## src/rtl/sub_serial4.sv

```systemverilog
// Digit-serial subtractor: d = a - b - bin, one 4-bit digit per clock, LSB digit first.
// Operands are shifted down so the current digit always sits in the low nibble.
module sub_serial4 #(
    parameter int N = 32
) (
    input  logic         clk,
    input  logic         rst_n,
    input  logic         in_valid,
    output logic         in_ready,
    input  logic [N-1:0] a,
    input  logic [N-1:0] b,
    input  logic         bin,
    output logic         out_valid,
    input  logic         out_ready,
    output logic [N-1:0] d,
    output logic         bout,
    output logic         ovf,
    output logic         zero
);

    localparam int DIGITS = N / 4;
    localparam int CW     = (DIGITS > 1) ? $clog2(DIGITS) : 1;

    typedef enum logic [1:0] {
        IDLE,
        RUN,
        DONE
    } state_t;

    state_t         state_reg;
    state_t         state_next;
    logic [N-1:0]   a_reg;
    logic [N-1:0]   b_reg;
    logic [N-1:0]   res_reg;
    logic           borrow_reg;
    logic [CW-1:0]  cnt_reg;

    logic [4:0]     diff5;
    logic [N+3:0]   res_wide;
    logic [N-1:0]   res_shift;
    logic           last_digit;
    logic           ovf_calc;

    assign in_ready  = (state_reg == IDLE);
    assign out_valid = (state_reg == DONE);

    // Digit datapath; on the last digit the low nibble of a_reg/b_reg holds the original MSBs.
    always_comb begin
        diff5      = {1'b0, a_reg[3:0]} - {1'b0, b_reg[3:0]} - {4'b0000, borrow_reg};
        res_wide   = {diff5[3:0], res_reg};
        res_shift  = res_wide[N+3:4];
        last_digit = (cnt_reg == CW'(DIGITS - 1));
        ovf_calc   = (a_reg[3] ^ b_reg[3]) & (diff5[3] ^ a_reg[3]);
    end

    always_comb begin
        state_next = state_reg;
        case (state_reg)
            IDLE:    if (in_valid)   state_next = RUN;
            RUN:     if (last_digit) state_next = DONE;
            DONE:    if (out_ready)  state_next = IDLE;
            default: state_next = IDLE;
        endcase
    end

    always_ff @(posedge clk or negedge rst_n) begin
        if (!rst_n) begin
            state_reg <= IDLE;
        end else begin
            state_reg <= state_next;
        end
    end

    always_ff @(posedge clk or negedge rst_n) begin
        if (!rst_n) begin
            a_reg      <= '0;
            b_reg      <= '0;
            res_reg    <= '0;
            borrow_reg <= 1'b0;
            cnt_reg    <= '0;
            d          <= '0;
            bout       <= 1'b0;
            ovf        <= 1'b0;
            zero       <= 1'b0;
        end else begin
            case (state_reg)
                IDLE: begin
                    if (in_valid) begin
                        a_reg      <= a;
                        b_reg      <= b;
                        borrow_reg <= bin;
                        cnt_reg    <= '0;
                    end
                end
                RUN: begin
                    a_reg      <= a_reg >> 4;
                    b_reg      <= b_reg >> 4;
                    res_reg    <= res_shift;
                    borrow_reg <= diff5[4];
                    cnt_reg    <= cnt_reg + CW'(1);
                    // Published outputs only move on the transition into DONE.
                    if (last_digit) begin
                        d    <= res_shift;
                        bout <= diff5[4];
                        ovf  <= ovf_calc;
                        zero <= (res_shift == '0);
                    end
                end
                default: ;
            endcase
        end
    end

endmodule

```

## config.mk

```make
export PLATFORM = sky130hd
export DESIGN_NAME = sub_serial4
export DESIGN_NICKNAME = d
export VERILOG_FILES = /design/src/rtl/sub_serial4.sv
export SDC_FILE = /design/constraint.sdc
export NUM_CORES = 1
export LEC_CHECK = 0
export BUFFER_PORTS_ARGS = -buffer_cell sky130_fd_sc_hd__clkbuf_2
export CORE_MARGIN = 2
export CORE_UTILIZATION = 60
export CTS_CLUSTER_SIZE = 24
export DETAILED_ROUTE_END_ITERATION = 8
export HOLD_SLACK_MARGIN = 0.15
export PLACE_DENSITY = 0.85
export SLEW_MARGIN = 10
export SYNTH_ARGS = -nofsm -noshare
export SYNTH_HDL_FRONTEND = slang
export SYNTH_SLANG_ARGS = --single-unit
```

## constraint.sdc

```tcl
create_clock -name clk -period 3.44 [get_ports clk]
set_clock_uncertainty 0.15 [all_clocks]
set_input_delay 0.516 -clock clk [delete_from_list [all_inputs] [get_ports clk]]
set_output_delay 0.516 -clock clk [all_outputs]
set_load 0.01 [all_outputs]
```

Word level (Yosys, flattened, before mapping)
Cells that the tools add are included.
Widths: inputs -> output; s select.

operators by class
  add/subtract/negate cells = 3
  reductions and logical operators = 6
  bitwise logic cells = 3
  multiplexer cells = 12
  eq/ne operators = 6

operator list
  operator             number
  $pmux 32 s2          2
  $mux 32              2
  $logic_not 32->1     1
  $mux 2               3
  $pmux 2 s3           1
  $pmux 3 s2           1
  $sub 4x4->5          1
  $sub 5x1->5          1
  $ne 2x2->1 const B   2
  $reduce_and 2->1     2
  $add 3x1->3 const B  1
  $eq 3x3->1 const B   1
  $mux 3               1
  $reduce_and 3->1     1
  $eq 2x1->1 const B   1
  $eq 2x2->1 const B   1
  $logic_not 2->1      1
  $ne 2x1->1 const B   1
  $pmux 1 s2           1
  $reduce_bool 2->1    1
  $xor 1x1->1          2
  $and 1x1->1          1
  $mux 1               1

word-level totals
  bits in registers = 137
  logic and storage cells = 40
  input bits = 69
  output and inout port bits = 37

Longest topological paths before layout
  depth after elaboration = 4
  mapped depth = 8
  mapped depth without buffers = 8

Worst setup path before layout
No wires, ideal clock.

  path type = reg-to-reg
  from = register a_reg[0]
  to = register borrow_reg
  library setup time = 0.104 ns
  stages on the path, launching flop included = 7
  setup slack = 1.282 ns
  data required time = 3.186 ns
  period minus slack after synthesis = 2.158 ns
  data arrival time = 1.904 ns
  path buffers = 0
  cell sequence = dfrtp_1 fa_1 fa_1 nand2b_1 a21oi_1 xnor2_1 a221oi_1

between the ends
  word-level cells in the longest chain between the ends = 3

ends and longest elaborated chain
  element                 RTL line  text
  from (decl)             32        logic [N-1:0] a_reg;
  from (signal assigned)  96        a_reg <= a_reg >> 4;
  $sub 4x4->5             49        diff5 = {1'b0, a_reg[3:0]} - {1'b0, b_reg[3:0]} - {4'b0000, borrow_reg};
  $sub 5x1->5             49
  $pmux 1 s2              86        case (state_reg)
  to (signal assigned)    91        borrow_reg <= bin;
  to (signal assigned)    99        borrow_reg <= diff5[4];
  to (decl)               35        logic borrow_reg;

No other way between the ends.
A chain may end at the register's enable or synchronous reset.

Worst setup path after layout
  from = register state_reg[0]
  to = output port out_valid

between the ends
  word-level cells in the longest chain between the ends = 1

ends and longest elaborated chain
  element                 RTL line  text
  from (decl)             30        state_t state_reg;
  from (signal assigned)  70        state_reg <= state_next;
  $eq 2x2->1              45        assign out_valid = (state_reg == DONE);
  to (decl)               13        output logic out_valid,

No other way between the ends.

==> qor.csv <==
metric;value;unit
WL per Instance;17.5;um
TritonCTS Buffers;17;
nature of the critical path endpoint;primary output;
root buffer cell;clkbuf_8;
Worst Max-Slew Pin Slew;1.12;ns
Die ar.;10300;um^2
CP startpoint kind;register;
Post-synth EDFFs;0;
port buffer count;105;
gr usage total;30.3;%
CP required;2.77;ns
WHS;0.155;ns
vias in the first global route;4845;
DRT Pass-1 Iters;6;
Placer Congestion;0.783;
Max VDD drop;471;uV
Syn Area/Cell;10.7;um^2
hold path depth;3;
Fin Setup TNS;0;ns
Final nets;756;
placed inst area;6280;um^2
total nets after synthesis;611;
hold endpoint;a_reg[20]$_DFFE_PN0P_;
Max FO, Critical Path;43;
Final HPWL DP;8370;um
Initial Utilization;61.7;%
Overflow after GRT;0;
post-DR vias/cell;5.74;
CTS tree;built;
CP Class;register to primary output;
clk buf depth;2;
Clock Latency Late Sink;0.53;ns
DIE HEIGHT;101;um
H-tree depth;4;
Synth cell types;35;
# clock sinks;133;
Slew Limit Fails;0;
Inst Count DP;736;
most frequent cells in the layout;134 x nand2_1, 131 x dfrtp_1, 104 x clkbuf_2, 56 x a22oi_1, 53 x o21ai_1;
status;finished, final reports clean;
Mapped Area;5700;um^2
register bit count reported by yosys;133;
Antenna Violating Nets Remaining;0;
Post-CTS Setup Bufs;0;
Antenna Cells;0;
flip-flop and latch area;3330;um^2
Finished Cell Area;7340;um^2
core area;9240;um^2
Setup Viol. Count Final;0;
initial antenna violation count;0;
DRC;0;
CP arrival;2.04;ns
global-route wire length before repair;23800;um
Hold Path Class;primary input to register;
hold path startpoint;a[20];
Final Hold Vio Count;0;
Layout area overhead;28.8;%
Max-slew headroom;25.6;%
I/O pin cnt;106;
Crit. Startpoint;state_reg[0]$_DFFE_PN0P_;
leakage power;3.56;nW
Fillers;530;
Gates resized, CTS repair;0;
largest net degree at the start of global routing;67;
Die Width;101;um
RSZ-0062 raised after global routing;false;
R2R depth;6;
Async S/R FF share, synth;100;%
most common cell after layout, fill and taps aside;nand2_1;
Row Count;35;
FF-to-FF End;zero$_DFFE_PN0P_;
fin cells;819;
Hold Buf Count CTS;51;
drt initial violations;308;
Final min period;2.71;ns
RR Startpoint;a_reg[0]$_DFFE_PN0P_;
Detailed Route WL;14300;um
layout cells sized above 1;26.2;%
area occupied by multi-input gates;2140;um^2
clock slew at reported path FFs;0.07;ns
Syn Inst Count;532;
routed vias;4705;
Most used DFF post-synth;dfrtp_1;
Syn. warnings;0;
FF-to-FF setup slack;1.04;ns
sequential fraction of the synthesis area;58.4;%
# Max-Cap Violations;0;
Power Density;911;nW/um^2
crit share post-route;78.7;%
Max Freq;369;MHz
-- Yosys cell counts (2+ instances only) --
cell type / instances / area, um^2
a21oi_1: 6 / 30.0
a22o_1: 10 / 87.6
a22oi_1: 56 / 420
a2bb2oi_1: 2 / 17.5
buf_1: 2 / 7.51
buf_2: 15 / 75.1
buf_4: 9 / 67.6
buf_6: 2 / 22.5
clkbuf_1: 11 / 41.3
dfrtp_1: 133 / 3330
fa_1: 2 / 40.0
ha_1: 8 / 100
inv_1: 10 / 37.5
mux2_2: 29 / 327
nand2_1: 134 / 503
nand2b_1: 3 / 18.8
nand3b_1: 2 / 15.0
nor2_1: 5 / 18.8
nor2b_1: 6 / 37.5
nor4_1: 6 / 37.5
o21ai_0: 12 / 60.1
o21ai_1: 53 / 265
xnor2_1: 4 / 35.0
-- routing by layer --
metal  wire [um]  share of wire [%]  global-route usage, %
met1        5550                 39                   37.9
met2        7570                 53                   52.8
met3         890                6.2                   6.35
met4         292                2.0                   9.98
met5           0                  0                      0
-- power by group --
group,internal (mW),switching (mW),total [mW],leakage (nW)
clock,0.952,0.712,1.66,0.257
combinational,1.01,1.28,2.28,1.59
sequential,2.21,0.531,2.74,1.71
total,4.17,2.52,6.68,3.56
-- worst max-delay path: stages, from the launching register on --
cell      delay (ns)
dfrtp_2         0.66
buf_4           0.49
nand2b_1        0.18
inv_1           0.05
clkbuf_2        0.12
-- metrics by stage --
step                      setup WS [ns]  total power, mW  utilization [%]
after floorplan                    1.28             4.24                -
after global placement             1.22             4.77             67.9
after detailed placement           1.09             4.92             67.9
after CTS                         0.768             6.67             79.4
after global routing              0.618             7.11             79.4
final                             0.733             6.68             79.4
-- area by class of cell --
class / instances / area share [%]
Timing Repair Buffer: 165 / 15.2
Tap cell: 129 / 2.20
Sequential cell: 133 / 45.4
Clock inverter: 12 / 1.30
Clock buffer: 20 / 6.21
Inverter: 10 / 0.512
Multi-Input combinational cell: 350 / 29.1
-- cells by family (layout without fill, tap and decap cells) --
group | Yosys count | in the layout | share of synthesized area (%)
flip-flops | 133 | 133 | 58.4
XOR/XNOR | 5 | 5 | 1.01
AO/OA/AOI/OAI | 143 | 143 | 16.1
multiplexers | 29 | 29 | 5.73
adder cells (fa/ha/maj) | 10 | 10 | 2.46
buffers and inverters | 49 | 207 | 4.41
AND/OR/NAND/NOR | 163 | 163 | 11.9
-- worst max path at each step --
stage                                   endpoint  slack [ns]  cells after the start
after floorplan           borrow_reg$_DFFE_PN0P_        1.28                      6
after global placement    borrow_reg$_DFFE_PN0P_        1.22                      6
after detailed placement  borrow_reg$_DFFE_PN0P_        1.09                      6
after CTS                              out_valid        0.77                      4
after global routing                   out_valid        0.62                      4
final                                  out_valid        0.73                      4
No activity file was read; power rests on OpenSTA's default activity.
